### src/rtl/compare_arbiter_if.sv
// Handshake bundle between requesters and the shared comparator.
// Requester side drives operands and result back-pressure.
interface compare_arbiter_if #(
  parameter int WIDTH   = 8,
  parameter int NUM_REQ = 4,
  parameter int ID_W    = 2
);
  logic [NUM_REQ-1:0]       req_valid;
  logic [NUM_REQ-1:0]       req_ready;
  logic [NUM_REQ*WIDTH-1:0] req_a;
  logic [NUM_REQ*WIDTH-1:0] req_b;
  logic                     res_valid;
  logic                     res_ready;
  logic [ID_W-1:0]          res_id;
  logic                     res_gt;
  logic                     res_lt;
  logic                     res_eq;
  logic                     busy;

  modport master (
    output req_valid, req_a, req_b, res_ready,
    input  req_ready, res_valid, res_id,
    input  res_gt, res_lt, res_eq, busy
  );

  modport slave (
    input  req_valid, req_a, req_b, res_ready,
    output req_ready, res_valid, res_id,
    output res_gt, res_lt, res_eq, busy
  );
endinterface

### src/rtl/compare_arbiter.sv
// One unsigned comparator shared round-robin between NUM_REQ requesters.
// IDLE grants and latches a pair, CMP compares, RESULT holds until taken.
module compare_arbiter #(
  parameter int WIDTH   = 8,
  parameter int NUM_REQ = 4,
  parameter int ID_W    = 2
) (
  input  logic               clk,
  input  logic               rst,
  compare_arbiter_if.slave   bus
);

  typedef enum logic [1:0] {
    IDLE,
    CMP,
    RESULT
  } state_e;

  state_e state_q, state_d;

  logic [ID_W-1:0]    ptr_q, ptr_d;
  logic [ID_W-1:0]    id_q, id_d;
  logic [ID_W-1:0]    res_id_q, res_id_d;
  logic [WIDTH-1:0]   a_q, a_d;
  logic [WIDTH-1:0]   b_q, b_d;
  logic               gt_q, gt_d;
  logic               lt_q, lt_d;
  logic               eq_q, eq_d;

  logic [NUM_REQ-1:0] gnt;
  logic [ID_W-1:0]    gnt_id;
  logic               found;

  // First valid requester at or after ptr, wrapping modulo NUM_REQ
  always_comb begin : rr_scan
    logic [ID_W-1:0] idx;
    idx    = '0;
    gnt    = '0;
    gnt_id = '0;
    found  = 1'b0;
    for (int k = 0; k < NUM_REQ; k++) begin
      idx = ID_W'((int'(ptr_q) + k) % NUM_REQ);
      if (!found && bus.req_valid[idx]) begin
        found       = 1'b1;
        gnt[idx]    = 1'b1;
        gnt_id      = idx;
      end
    end
  end

  always_comb begin
    state_d  = state_q;
    ptr_d    = ptr_q;
    id_d     = id_q;
    res_id_d = res_id_q;
    a_d      = a_q;
    b_d      = b_q;
    gt_d     = gt_q;
    lt_d     = lt_q;
    eq_d     = eq_q;
    unique case (state_q)
      IDLE: begin
        if (found) begin
          a_d     = bus.req_a[gnt_id*WIDTH +: WIDTH];
          b_d     = bus.req_b[gnt_id*WIDTH +: WIDTH];
          id_d    = gnt_id;
          state_d = CMP;
          if (gnt_id == ID_W'(NUM_REQ - 1))
            ptr_d = '0;
          else
            ptr_d = gnt_id + 1'b1;
        end
      end
      CMP: begin
        gt_d     = (a_q > b_q);
        lt_d     = (a_q < b_q);
        eq_d     = (a_q == b_q);
        res_id_d = id_q;
        state_d  = RESULT;
      end
      RESULT: begin
        if (bus.res_ready)
          state_d = IDLE;
      end
      default: state_d = IDLE;
    endcase
  end

  always_ff @(posedge clk or posedge rst) begin
    if (rst) begin
      state_q  <= IDLE;
      ptr_q    <= '0;
      id_q     <= '0;
      res_id_q <= '0;
      a_q      <= '0;
      b_q      <= '0;
      gt_q     <= 1'b0;
      lt_q     <= 1'b0;
      eq_q     <= 1'b0;
    end else begin
      state_q  <= state_d;
      ptr_q    <= ptr_d;
      id_q     <= id_d;
      res_id_q <= res_id_d;
      a_q      <= a_d;
      b_q      <= b_d;
      gt_q     <= gt_d;
      lt_q     <= lt_d;
      eq_q     <= eq_d;
    end
  end

  assign bus.req_ready = (state_q == IDLE) ? gnt : '0;
  assign bus.res_valid = (state_q == RESULT);
  assign bus.busy      = (state_q != IDLE);
  assign bus.res_id    = res_id_q;
  assign bus.res_gt    = gt_q;
  assign bus.res_lt    = lt_q;
  assign bus.res_eq    = eq_q;

endmodule
### src/flat_wrapper.sv
// flat-port wrapper written by rule: the top's interface ports become plain ports
module compare_arbiter_flat 
#(
  parameter int WIDTH   = 8,
  parameter int NUM_REQ = 4,
  parameter int ID_W    = 2
)
  (clk, rst, bus_req_valid, bus_req_a, bus_req_b, bus_res_ready, bus_req_ready, bus_res_valid, bus_res_id, bus_res_gt, bus_res_lt, bus_res_eq, bus_busy);
  compare_arbiter_if #(.WIDTH(WIDTH), .NUM_REQ(NUM_REQ), .ID_W(ID_W)) bus_i ();
  input  logic clk;
  input  logic rst;
  input wire logic [$bits(bus_i.req_valid)-1:0] bus_req_valid;
  input wire logic [$bits(bus_i.req_a)-1:0] bus_req_a;
  input wire logic [$bits(bus_i.req_b)-1:0] bus_req_b;
  input wire logic [$bits(bus_i.res_ready)-1:0] bus_res_ready;
  output wire logic [$bits(bus_i.req_ready)-1:0] bus_req_ready;
  output wire logic [$bits(bus_i.res_valid)-1:0] bus_res_valid;
  output wire logic [$bits(bus_i.res_id)-1:0] bus_res_id;
  output wire logic [$bits(bus_i.res_gt)-1:0] bus_res_gt;
  output wire logic [$bits(bus_i.res_lt)-1:0] bus_res_lt;
  output wire logic [$bits(bus_i.res_eq)-1:0] bus_res_eq;
  output wire logic [$bits(bus_i.busy)-1:0] bus_busy;
  assign bus_i.req_valid = bus_req_valid;
  assign bus_i.req_a = bus_req_a;
  assign bus_i.req_b = bus_req_b;
  assign bus_i.res_ready = bus_res_ready;
  assign bus_req_ready = bus_i.req_ready;
  assign bus_res_valid = bus_i.res_valid;
  assign bus_res_id = bus_i.res_id;
  assign bus_res_gt = bus_i.res_gt;
  assign bus_res_lt = bus_i.res_lt;
  assign bus_res_eq = bus_i.res_eq;
  assign bus_busy = bus_i.busy;
  compare_arbiter #(.WIDTH(WIDTH), .NUM_REQ(NUM_REQ), .ID_W(ID_W)) u_core (.clk(clk), .rst(rst), .bus(bus_i));
endmodule
### config.mk
export PLATFORM = sky130hd
export DESIGN_NAME = compare_arbiter_flat
export DESIGN_NICKNAME = d
export VERILOG_FILES = /design/src/rtl/compare_arbiter_if.sv /design/src/rtl/compare_arbiter.sv /design/src/flat_wrapper.sv
export SDC_FILE = /design/constraint.sdc
export NUM_CORES = 1
export LEC_CHECK = 0
export CAP_MARGIN = 20
export CORE_MARGIN = 4
export CORE_UTILIZATION = 60
export CTS_BUF_LIST = sky130_fd_sc_hd__clkbuf_4
export DETAILED_ROUTE_END_ITERATION = 7
export DONT_BUFFER_PORTS = 1
export HOLD_SLACK_MARGIN = 0.15
export PLACE_DENSITY = 0.76
export SYNTH_ARGS = -nofsm -noshare
export SYNTH_HDL_FRONTEND = slang
export SYNTH_SLANG_ARGS = --single-unit
### constraint.sdc
create_clock -name clk -period 5.2 [get_ports clk]
set_input_delay 0.78 -clock clk [delete_from_list [all_inputs] [get_ports clk]]
set_output_delay 0.78 -clock clk [all_outputs]
set_load 0.05 [all_outputs]
* Word-level counts from Yosys, hierarchy flattened
Index checks and enable logic that the tools add are counted.
Operators by class: reductions and logical operators 14, bitwise logic cells 3, order comparisons 10, multiplexer cells 33, eq/ne operators 6, shift-type cells 2, add/sub/neg operators 4
Operators by type and width (count):
- $shiftx 32x6->8 | 2
- $mux 4 | 5
- $mux 2 | 7
- $lt 2x3->1 const B | 4
- $mux 1 | 12
- $or 4x4->4 | 3
- $bmux 1 s2 | 4
- $demux 1 s2 | 4
- $eq 8x8->1 | 1
- $ge 2x1->1 const B | 4
- $gt 8x8->1 | 1
- $lt 8x8->1 | 1
- $logic_and 1x1->1 | 7
- $pmux 2 s3 | 1
- $add 2x1->2 const B | 2
- $add 2x2->2 const B | 2
- $eq 2x2->1 const B | 2
- $reduce_and 2->1 | 2
- $logic_not 1->1 | 3
- $eq 2x1->1 const B | 1
- $logic_not 2->1 | 1
- $ne 2x1->1 const B | 1
- $ne 2x2->1 const B | 1
- $reduce_bool 2->1 | 1
Storage, ports and cells: output and inout port bits 11, input port bits 71, register bits 27, word-level logic and storage cells 81

* Longest topological paths before layout
Gate-level depths: netlist of run 1.
depth in word-level cells 14, gate-level depth with buffers 12, gate-level depth less buffers 8

* Least setup slack after synthesis of run 1
Ideal clock, no wire load.
path kind reg-to-output, start register u_core.ptr_q[1], end output port bus_req_ready[0], arrival 2.770 ns, setup slack 1.650 ns, cell stages (with the launch flop) 11, path through dfrtp_1 > clkbuf_1 > inv_1 > ha_1 > clkbuf_1 > mux4_1 > nor2b_2 > a22oi_1 > nor2_1 > a221oi_1 > nor2_1
Between the ends: longest elaborated chain between the ends 13, elaborated cells between the ends (all ways) 48, those cells by class add/sub: 3; order compare: 8; mux: 24; bitwise: 3; reduce/logical: 10
Ends and longest elaborated chain:
- start, declared | line compare_arbiter.sv:21 | logic [ID_W-1:0] ptr_q, ptr_d;
- start signal, assigned | line compare_arbiter.sv:102 | ptr_q <= ptr_d;
- parallel branches: the longest is 11 deep, another holds $lt 2x3->1
- $mux 4 (*) | line compare_arbiter.sv:43 | if (!found && bus.req_valid[idx]) begin
- $mux 4 (*) | line compare_arbiter.sv:113 | assign bus.req_ready = (state_q == IDLE) ? gnt : '0;
- end, declared | line flat_wrapper.sv:16 | output wire logic [$bits(bus_i.req_ready)-1:0] bus_req_ready;
Every way passes the cells marked *. The select of a mux whose other input is x is not followed.

* Final worst setup path of run 1
start register u_core.ptr_q[0], end output port bus_req_ready[2]
Same word-level chain as after synthesis.

==> out/summary.txt, run 1 <==
Status: finished, final reports clean
Least-Margin Pin Slew: 0.886 ns
# Max-Cap Violations: 0
Prevailing post-synth register cell: dfrtp_1
Simple-Gate Fraction of Synth Area: 13.2%
Synth Area in Adders: 9.20%
Post-DR vias/cell: 6.28
Post-synth EDFFs: 0
Synth Area in Compound Gates: 18.4%
Slowest-stage cell, CP: nor2_1
# resized after CTS: 0
Row cnt: 21
Share of cells above drive strength 1: 11.4%
All-Layer GR Usage: 19.7%
Port buffer count: 0
Worst Setup End Kind: primary output
Unrepaired setup endpoints after global routing: no
Dpl cell area: 2130 um^2
CTS max path bufs: 2
CP Class: reg -> out
GPL Wtd Cong: 0.821
DRC Markers: 0
CTS buffer count: 3
Syn Std Cell Area: 2180 um^2
Seq/Total Area, Yosys: 31.1%
# hold bufs at CTS: 0
CTS sink cnt: 27
CTS root buf: clkbuf_4
CTS tree: yes
Max Fclk: 241 MHz
Nets: 299
Place WS: 1.43 ns
Worst-path cell chain: inv_1, ha_1, mux4_1, nor2b_2, a22oi_1, nor2_1, a221oi_1, nor2_1
Ant diodes: 0
DP HPWL: 3.49 mm
Highest-count cells in the layout ignoring fill and taps: mux2i_1 (35), nand2_1 (28), dfrtp_1 (27)
Final number of setup-violating endpoints: 0
Die outline area: 4650 um^2
Fin. max-slew vios: 0
Post-synthesis cell count: 219
LEAKAGE: 0.999 nW
Num ports: 82
Yosys cell types: 39
TNS Setup: 0 ns
Initial antenna violation count: 0
Clk_skew: 0.00658 ns
Clock Pin Slew Worst Setup and Hold Paths: 0.13 ns
FILL cells: 289
First-pass GRT wire length: 7.09 mm
Dominant cell type by count on the critical path: nor2_1
Vias: 1613
Global route overflow: 0
Pin count of the biggest net entering global routing: 35
Syn_area_per_cell: 9.94 um^2
Critical Path AT: 3.37 ns
Worst-Skew Late Latency: 0.31 ns
Slowest Stage Delay on Critical Path: 0.72 ns
FFs w/ async S/R, synth: 100%
Mux cell area share after synthesis: 19.6%
YS warnings: 0
DR pass1 iterations: 4
Die H: 68.2 um
Post-layout minimum cycle time: 4.15 ns
Area Overhead vs Synth: 0.518%
Crit start category: flip-flop
Hold WC Path Type: in -> async
Main combinational cell family by area after synthesis: multiplexers
Post-route setup slack: 1.05 ns
Final Hold Fails: 0
Final instance area: 2190 um^2
CORE AREA: 3420 um^2
Crit share post-route: 79.9%
Slew headroom: 40.7%
ANT nets after route: 0
Post-Synthesis Net Count: 306
Die X: 68.2 um
Peak VDD IR: 0.000377 V
XOR/XNOR Fraction of Synth Area: 0.403%
Pwr Density: 730 nW/um^2
Post-CTS Setup Bufs: 0
Top fanout value on the critical path: 13
Drt total wl: 4.38 mm
Initial core utilization: 63.7%
DRC marker count from the first detailed-route iteration: 95
Drt wl/cell: 17.1 um
Clock H-tree levels: 1
Crit path required time: 4.42 ns
Vias in the first global route: 1625
Most common cell after layout, fill and taps aside: mux2i_1
Seq cells post-synth: 27
-- layout make-up --
class	count	area (um^2)	share of cell area (%)
Sequential cell	27	676	30.9
Multi-Input combinational cell	163	1330	60.9
Inverter	15	56.3	2.57
Clock buffer	4	30.0	1.37
Timing Repair Buffer	2	35.0	1.60
Tap cell	46	57.6	2.63
-- cell usage after synthesis (3+ instances only) --
cell type	n	area, um^2
nand2_1	28	105
buf_6	3	33.8
a21oi_1	5	25.0
nand3_1	4	20.0
inv_1	15	56.3
o21ai_0	7	35.0
a22oi_1	5	37.5
mux2i_1	35	350
clkbuf_1	7	26.3
o221ai_1	10	87.6
ha_1	16	200
nor2_1	14	52.6
dfrtp_1	27	676
o221ai_2	7	105
a221oi_1	4	35.0
nand2b_1	4	25.0
-- final timing paths --
kind	start	to	slack (ns)	depth (start not counted)
max	u_core.ptr_q[0]	bus_req_ready[2]	1.05	8
min	rst	u_core.bus.res_eq	0.23	1
max reg2reg	u_core.ptr_q[0]	u_core.a_q[2]	1.99	8
min reg2reg	u_core.id_q[1]	u_core.id_q[1]	0.50	2
max in group asynchronous	rst	u_core.a_q[0]	4.61	2
min in group clk	u_core.id_q[1]	u_core.id_q[1]	0.50	2
-- power by group --
part / total (mW) / leakage, nW / switching, mW / internal, mW
combinational: 1.05 / 0.648 / 0.619 / 0.433
sequential: 0.452 / 0.332 / 0.136 / 0.316
clock: 0.0920 / 0.0184 / 0.0568 / 0.0351
total: 1.60 / 0.999 / 0.813 / 0.784
-- registers in the layout, indices dropped and copies added, names as in the netlist --
name	count
u_core.a_q	8
u_core.b_q	8
u_core.bus.res_id	2
u_core.id_q	2
u_core.ptr_q	2
u_core.state_q	2
u_core.bus.res_eq	1
u_core.bus.res_gt	1
u_core.bus.res_lt	1
-- through the flow --
| stage | power (mW) | instances | hold WS (ns) | util (%) |
|---|---|---|---|---|
| after floorplan | 1.44 | 219 | 0.442 | - |
| after global routing | 1.74 | 257 | 0.210 | 64.0 |
| final | 1.60 | 257 | 0.229 | 64.0 |
| after global placement | 1.46 | 252 | 0.465 | 62.3 |
| after detailed placement | 1.51 | 252 | 0.469 | 62.3 |
| after CTS | 1.61 | 256 | 0.504 | 63.2 |
-- per-layer routing --
layer  vias up  wire length, um  GRT usage (%)
li1        787                -              -
met1       767             1760           23.0
met2        53             2340           37.1
met3         6              234           2.30
met4         0               52           6.45
met5         -                0              0
-- cell families (layout without fill, tap and decap cells) --
family / after synthesis / count (layout)
and+or+nand+nor: 60 / 60
AOI/OAI and AO/OA: 47 / 47
adders and majority gates: 16 / 16
xor gates and xnor gates: 1 / 1
DFF: 27 / 27
muxes: 39 / 39
buffers and inverters: 29 / 21
-- worst max-delay path: cells and delay by family (launching register included) --
family / cells / cell delay, ns
AOI/OAI and AO/OA: 2 / 0.17
adders and majority gates: 1 / 0.46
buffers and inverters: 1 / 0.23
DFF: 1 / 0.65
muxes: 1 / 0.44
and+or+nand+nor: 3 / 1.11
Note: power is estimated with default switching activity, not from simulation.
==> run 2, diff against run 1 <==
- PLACE_DENSITY: 0.76 -> 0.79
- clock period: 5.2 -> 3.35 ns (I/O delays scaled with it)
==> run 2 against run 1 <==
Against the previous run: worst setup slack lost 0.84 ns; non-clock buffer count grew 9; cell area grew 3.7%; critical path type unchanged; global-route usage grew 2.3 points; critical endpoint unchanged; total power grew 64%; count of clock-buffer cells in the layout shrank 1.
==> out/summary.txt, run 2 (synthesized netlist as in run 1, its figures left out) <==
Internal power: 1.29 mW (was 0.784 mW)
Sw Ratio: 50.7% (was 50.9%)
Vias in the first global route: 1695 (was 1625)
Status: finished, final reports clean (unchanged)
Dpl cell area: 2170 um^2 (was 2130 um^2)
Post-DR vias/cell: 6.29 (was 6.28)
Final instance area: 2270 um^2 (was 2190 um^2)
# Max-Cap Violations: 0 (unchanged)
Clk_skew: 0.0134 ns (was 0.00658 ns)
Initial antenna violation count: 0 (unchanged)
CTS buffer count: 3 (unchanged)
All-Layer GR Usage: 22.0% (was 19.7%)
CP Class: reg -> out (unchanged)
Drt total wl: 4.93 mm (was 4.38 mm)
LEAKAGE: 1.04 nW (was 0.999 nW)
Most common cell after layout, fill and taps aside: mux2i_1 (unchanged)
Vias: 1674 (was 1613)
Final number of setup-violating endpoints: 0 (unchanged)
Hold WC Path Type: in -> reg (was in -> async)
CTS sink cnt: 27 (unchanged)
Num ports: 82 (unchanged)
Die outline area: 4650 um^2 (unchanged)
Slew headroom: 48.9% (was 40.7%)
TNS Setup: 0 ns (unchanged)
Setup crit start: u_core.ptr_q[0] (unchanged)
Hold_sp: bus_res_ready
Post-layout minimum cycle time: 3.15 ns
Fin util: 66.4% (was 64.0%)
Biggest regs: u_core.a_q: 8 flops, u_core.b_q: 8 flops (unchanged)
Drt wl/cell: 18.5 um (was 17.1 um)
Ant diodes: 0 (unchanged)
Register-to-register setup slack: 0.59 ns (was 1.99 ns)
Sequential fraction of design power: 26.2% (was 28.3%)
Row cnt: 21 (unchanged)
First-pass GRT wire length: 7.74 mm (was 7.09 mm)
Die X: 68.2 um (unchanged)
Fin. max-slew vios: 0 (unchanged)
Highest-count cells in the layout ignoring fill and taps: mux2i_1 (35), nand2_1 (28), dfrtp_1 (25) (was mux2i_1 (35), nand2_1 (28), dfrtp_1 (27))
Pwr Density: 1160 nW/um^2 (was 730 nW/um^2)
FF-to-FF Start: u_core.ptr_q[0] (unchanged)
Clk pwr share: 5.6% (was 5.8%)
Peak VDD IR: 0.000513 V (was 0.000377 V)
Crit share post-route: 94.0%
Clock H-tree levels: 1 (unchanged)
ANT nets after route: 0 (unchanged)
Die H: 68.2 um (unchanged)
Least-Margin Pin Slew: 0.746 ns (was 0.886 ns)
Nets: 308 (was 299)
Unrepaired setup endpoints after global routing: no (unchanged)
CTS max path bufs: 2 (unchanged)
DRC Markers: 0 (unchanged)
Initial core utilization: 63.7% (unchanged)
Worst Setup End Kind: primary output (unchanged)
Top fanout value on the critical path: 8 (was 13)
DP HPWL: 3.74 mm (was 3.49 mm)
Area Overhead vs Synth: 4.26% (was 0.518%)
Pin count of the biggest net entering global routing: 33 (was 35)
Share of cells above drive strength 1: 15.9% (was 11.4%)
Critical Path AT: 2.65 ns (was 3.37 ns)
CORE AREA: 3420 um^2 (unchanged)
Max Fclk: 318 MHz
Global route overflow: 0 (unchanged)
Port buffer count: 0 (unchanged)
Worst-Skew Late Latency: 0.34 ns (was 0.31 ns)
Final Hold Fails: 0 (unchanged)
CTS tree: yes (unchanged)
Clock Pin Slew Worst Setup and Hold Paths: 0.16 ns (was 0.13 ns)
Switch Pwr: 1.33 mW (was 0.813 mW)
DR pass1 iterations: 4 (unchanged)
Comb power frac: 68.1% (was 65.9%)
Crit start category: flip-flop (unchanged)
GPL Wtd Cong: 0.745 (was 0.821)
Total power: 2.63 mW (was 1.60 mW)
CTS root buf: clkbuf_4 (unchanged)
Crit path required time: 2.85 ns (was 4.42 ns)
DRC marker count from the first detailed-route iteration: 109 (was 95)
==> run 2: power by group through the flow <==
stage / combinational (mW) / sequential (mW) / clock (mW)
3_5_place_dp: 1.72 / 0.713 / 0
4_1_cts: 1.72 / 0.706 / 0.152
3_3_place_gp: 1.63 / 0.703 / 0
5_1_grt: 1.98 / 0.705 / 0.162
2_1_floorplan: 1.58 / 0.656 / 0
6_report: 1.79 / 0.689 / 0.148
==> run 2: worst paths after layout <==
check | to | depth (start not counted)
max in group asynchronous | u_core.a_q[6] | 3
min | u_core.state_q[1] | 1
max reg2reg | u_core.a_q[2] | 8
min in group asynchronous | u_core.bus.res_id[1] | 2
min reg2reg | u_core.b_q[3] | 2
max | bus_req_ready[2] | 9
==> run 2: worst max-delay path, stage by stage (launching register included) <==
cell and delay (ns):
dfrtp_2 0.45, inv_1 0.13, ha_1 0.43, mux4_2 0.42, nor2b_2 0.25, a22oi_1 0.11
nor2_1 0.11, a221oi_1 0.06, nor2_1 0.13, buf_4 0.21
==> run 2: area by class of cell <==
type | instances | area (um^2)
multi-input cells | 163 | 1330
fillers | 284 | 1150
flip-flops and latches | 27 | 678
repair buffers | 11 | 118
well taps | 46 | 57.6
inverters | 15 | 56.3
clock buffers | 3 | 22.5
clock inverters | 1 | 7.51
==> run 2: routing by layer <==
layer  routed length, um  up-vias  track usage [%]  part of all wire (%)
li1                    -      805                -                     -
met1                1960      804             26.6                    40
met2                2620       59             40.3                    53
met3                 286        6             3.78                   5.8
met4                  58        0             5.21                   1.2
met5                   0        -                0                     0
==> run 2: metrics by stage <==
step	setup WS (ns)	hold WS, ns	cells
6_report	0.202	0.249	266
5_1_grt	0.0169	0.242	266
4_1_cts	0.00954	0.251	260
3_5_place_dp	0.252	0.472	256
3_3_place_gp	0.470	0.466	256
2_1_floorplan	0.0771	0.442	219
==> run 2: what timing repair did <==
item	4_1_cts	5_1_grt
setup endpoints to repair	4	4
buffers inserted	0	4
hold buffers	0	1
endpoints found under the hold margin	0	3
resized for setup	1	2
==> run 3, diff against run 2 <==
- CAP_MARGIN: 20 -> default
- CTS_CLUSTER_SIZE: default -> 20
==> run 3 against run 2 <==
Against the previous run: sequential share of layout area up 0.50 points; cell area down 1.7%; via count down 1.3%; final cell count down 0.75%; clock skew down 0.0070 ns; highest routed layer unchanged; total power about the same; count of clock-buffer cells in the layout unchanged; clock power about the same; register-to-register slack about the same.
==> out/summary.txt, run 3 (synthesized netlist as in run 1, its figures left out) <==
Status: finished, final reports clean (unchanged)
Crit share post-route: 94.1% (was 94.0%)
Top fanout value on the critical path: 8 (unchanged)
Clock H-tree levels: 1 (unchanged)
Fin. max-slew vios: 0 (unchanged)
Hold WC Path Type: in -> reg (unchanged)
CTS tree: yes (unchanged)
CTS root buf: clkbuf_4 (unchanged)
Die outline area: 4650 um^2 (unchanged)
Post-DR vias/cell: 6.26 (was 6.29)
Pwr Density: 1180 nW/um^2 (was 1160 nW/um^2)
CORE AREA: 3420 um^2 (unchanged)
Fin util: 65.3% (was 66.4%)
Total power: 2.63 mW (about the same)
Initial antenna violation count: 0 (unchanged)
Nets: 306 (was 308)
Vias in the first global route: 1695 (unchanged)
DRC Markers: 0 (unchanged)
Final number of setup-violating endpoints: 0 (unchanged)
Drt total wl: 4.92 mm (was 4.93 mm)
Initial core utilization: 63.7% (unchanged)
CTS buffer count: 3 (unchanged)
Ant diodes: 0 (unchanged)
# hold bufs at CTS: 0 (unchanged)
Dpl cell area: 2170 um^2 (unchanged)
Area Overhead vs Synth: 2.53% (was 4.26%)
Most common cell after layout, fill and taps aside: mux2i_1 (unchanged)
FILL cells: 292 (was 284)
Clock Pin Slew Worst Setup and Hold Paths: 0.16 ns (about the same)
Critical Path AT: 2.65 ns (about the same)
Crit path required time: 2.85 ns (about the same)
Vias: 1653 (was 1674)
LEAKAGE: 1.02 nW (was 1.04 nW)
TNS Setup: 0 ns (unchanged)
All-Layer GR Usage: 22.0% (unchanged)
Finished Layout Cells: 264 (was 266)
Final instance area: 2230 um^2 (was 2270 um^2)
Post-layout minimum cycle time: 3.15 ns (about the same)
Peak VDD IR: 0.000516 V (was 0.000513 V)
Die H: 68.2 um (unchanged)
# Max-Cap Violations: 0 (unchanged)
CTS max path bufs: 2 (unchanged)
Worst Setup End Kind: primary output (unchanged)
Pin count of the biggest net entering global routing: 33 (unchanged)
Biggest regs: u_core.a_q: 8 flops, u_core.b_q: 8 flops (unchanged)
Final Hold Fails: 0 (unchanged)
Area of the multi-input gates: 1330 um^2 (unchanged)
Least-Margin Pin Slew: 1.00 ns (was 0.746 ns)
Highest-count cells in the layout ignoring fill and taps: mux2i_1 (35), nand2_1 (28), dfrtp_1 (25) (unchanged)
DRC marker count from the first detailed-route iteration: 113 (was 109)
Worst-Skew Late Latency: 0.34 ns (about the same)
CTS sink cnt: 27 (unchanged)
Clk_skew: 0.00639 ns (was 0.0134 ns)
Crit start category: flip-flop (unchanged)
DP HPWL: 3.74 mm (unchanged)
GPL Wtd Cong: 0.745 (unchanged)
ANT nets after route: 0 (unchanged)
Port buffer count: 0 (unchanged)
Max Fclk: 317 MHz (was 318 MHz)
DR pass1 iterations: 4 (unchanged)
Drt wl/cell: 18.6 um (was 18.5 um)
Register-to-register setup slack: 0.59 ns (about the same)
Seq. cell area: 678 um^2 (unchanged)
Share of cells above drive strength 1: 15.6% (was 15.9%)
Global route overflow: 0 (unchanged)
Inst Count DP: 256 (unchanged)
Slew headroom: 33.0% (was 48.9%)
Unrepaired setup endpoints after global routing: no (unchanged)
Num ports: 82 (unchanged)
CP Class: reg -> out (unchanged)
Die X: 68.2 um (unchanged)
Row cnt: 21 (unchanged)
First-pass GRT wire length: 7.74 mm (unchanged)
run 3: changes by cell type in the layout (fill, tap and decap cells not counted):
cell	change
dlygate4sd3_1	-1
buf_16	-1
run 3: per-stage QoR:
| step | setup WS, ns | hold WS [ns] |
|---|---|---|
| after CTS | 0.00954 | 0.251 |
| after global routing | 0.0169 | 0.242 |
| after detailed placement | 0.252 | 0.472 |
| final | 0.198 | 0.246 |
| after floorplan | 0.0771 | 0.442 |
| after global placement | 0.470 | 0.466 |
run 3: per-layer routing:
layer  vias to the layer above  GRT usage [%]  share of wire (%)
met3                         7           3.78                6.6
met1                       785           26.6                 39
met5                         -              0                  0
met2                        63           40.3                 52
met4                         0           5.21                1.5
li1                        798              -                  -
run 3: area by class of cell:
| class | count | share of cell area (%) |
|---|---|---|
| Sequential cell | 27 | 30.4 |
| Multi-Input combinational cell | 163 | 59.6 |
| Clock inverter | 1 | 0.337 |
| Tap cell | 46 | 2.58 |
| Inverter | 15 | 2.52 |
| Timing Repair Buffer | 9 | 3.59 |
| Clock buffer | 3 | 1.01 |
run 3: final timing paths:
kind                                 startpoint                   end  cells past startpoint
worst max-delay path            u_core.ptr_q[0]      bus_req_ready[2]                      9
worst min register to register   u_core.id_q[1]        u_core.id_q[1]                      2
max in group asynchronous                   rst       u_core.ptr_q[1]                      1
worst max register to register  u_core.ptr_q[0]         u_core.a_q[2]                      8
min in group asynchronous                   rst  u_core.bus.res_id[1]                      1
worst min-delay path              bus_res_ready     u_core.state_q[1]                      1
run 3: what timing repair did:
item	4_1_cts	5_1_grt
endpoints found under the setup margin	4	4
resized for setup	1	2
setup buffers	0	4
run 3: report_power, final:
group	internal [mW]	leakage [nW]	switching, mW
logic	0.751	0.677	1.04
clock network	0.0459	0.0139	0.105
registers	0.493	0.330	0.196
run 3: worst max-delay path, cell delays in order (launching register included):
cell and delay, ns:
dfrtp_2 0.45, inv_1 0.13, ha_1 0.43, mux4_2 0.42
nor2b_2 0.25, a22oi_1 0.11, nor2_1 0.11, a221oi_1 0.06
nor2_1 0.13, buf_4 0.21
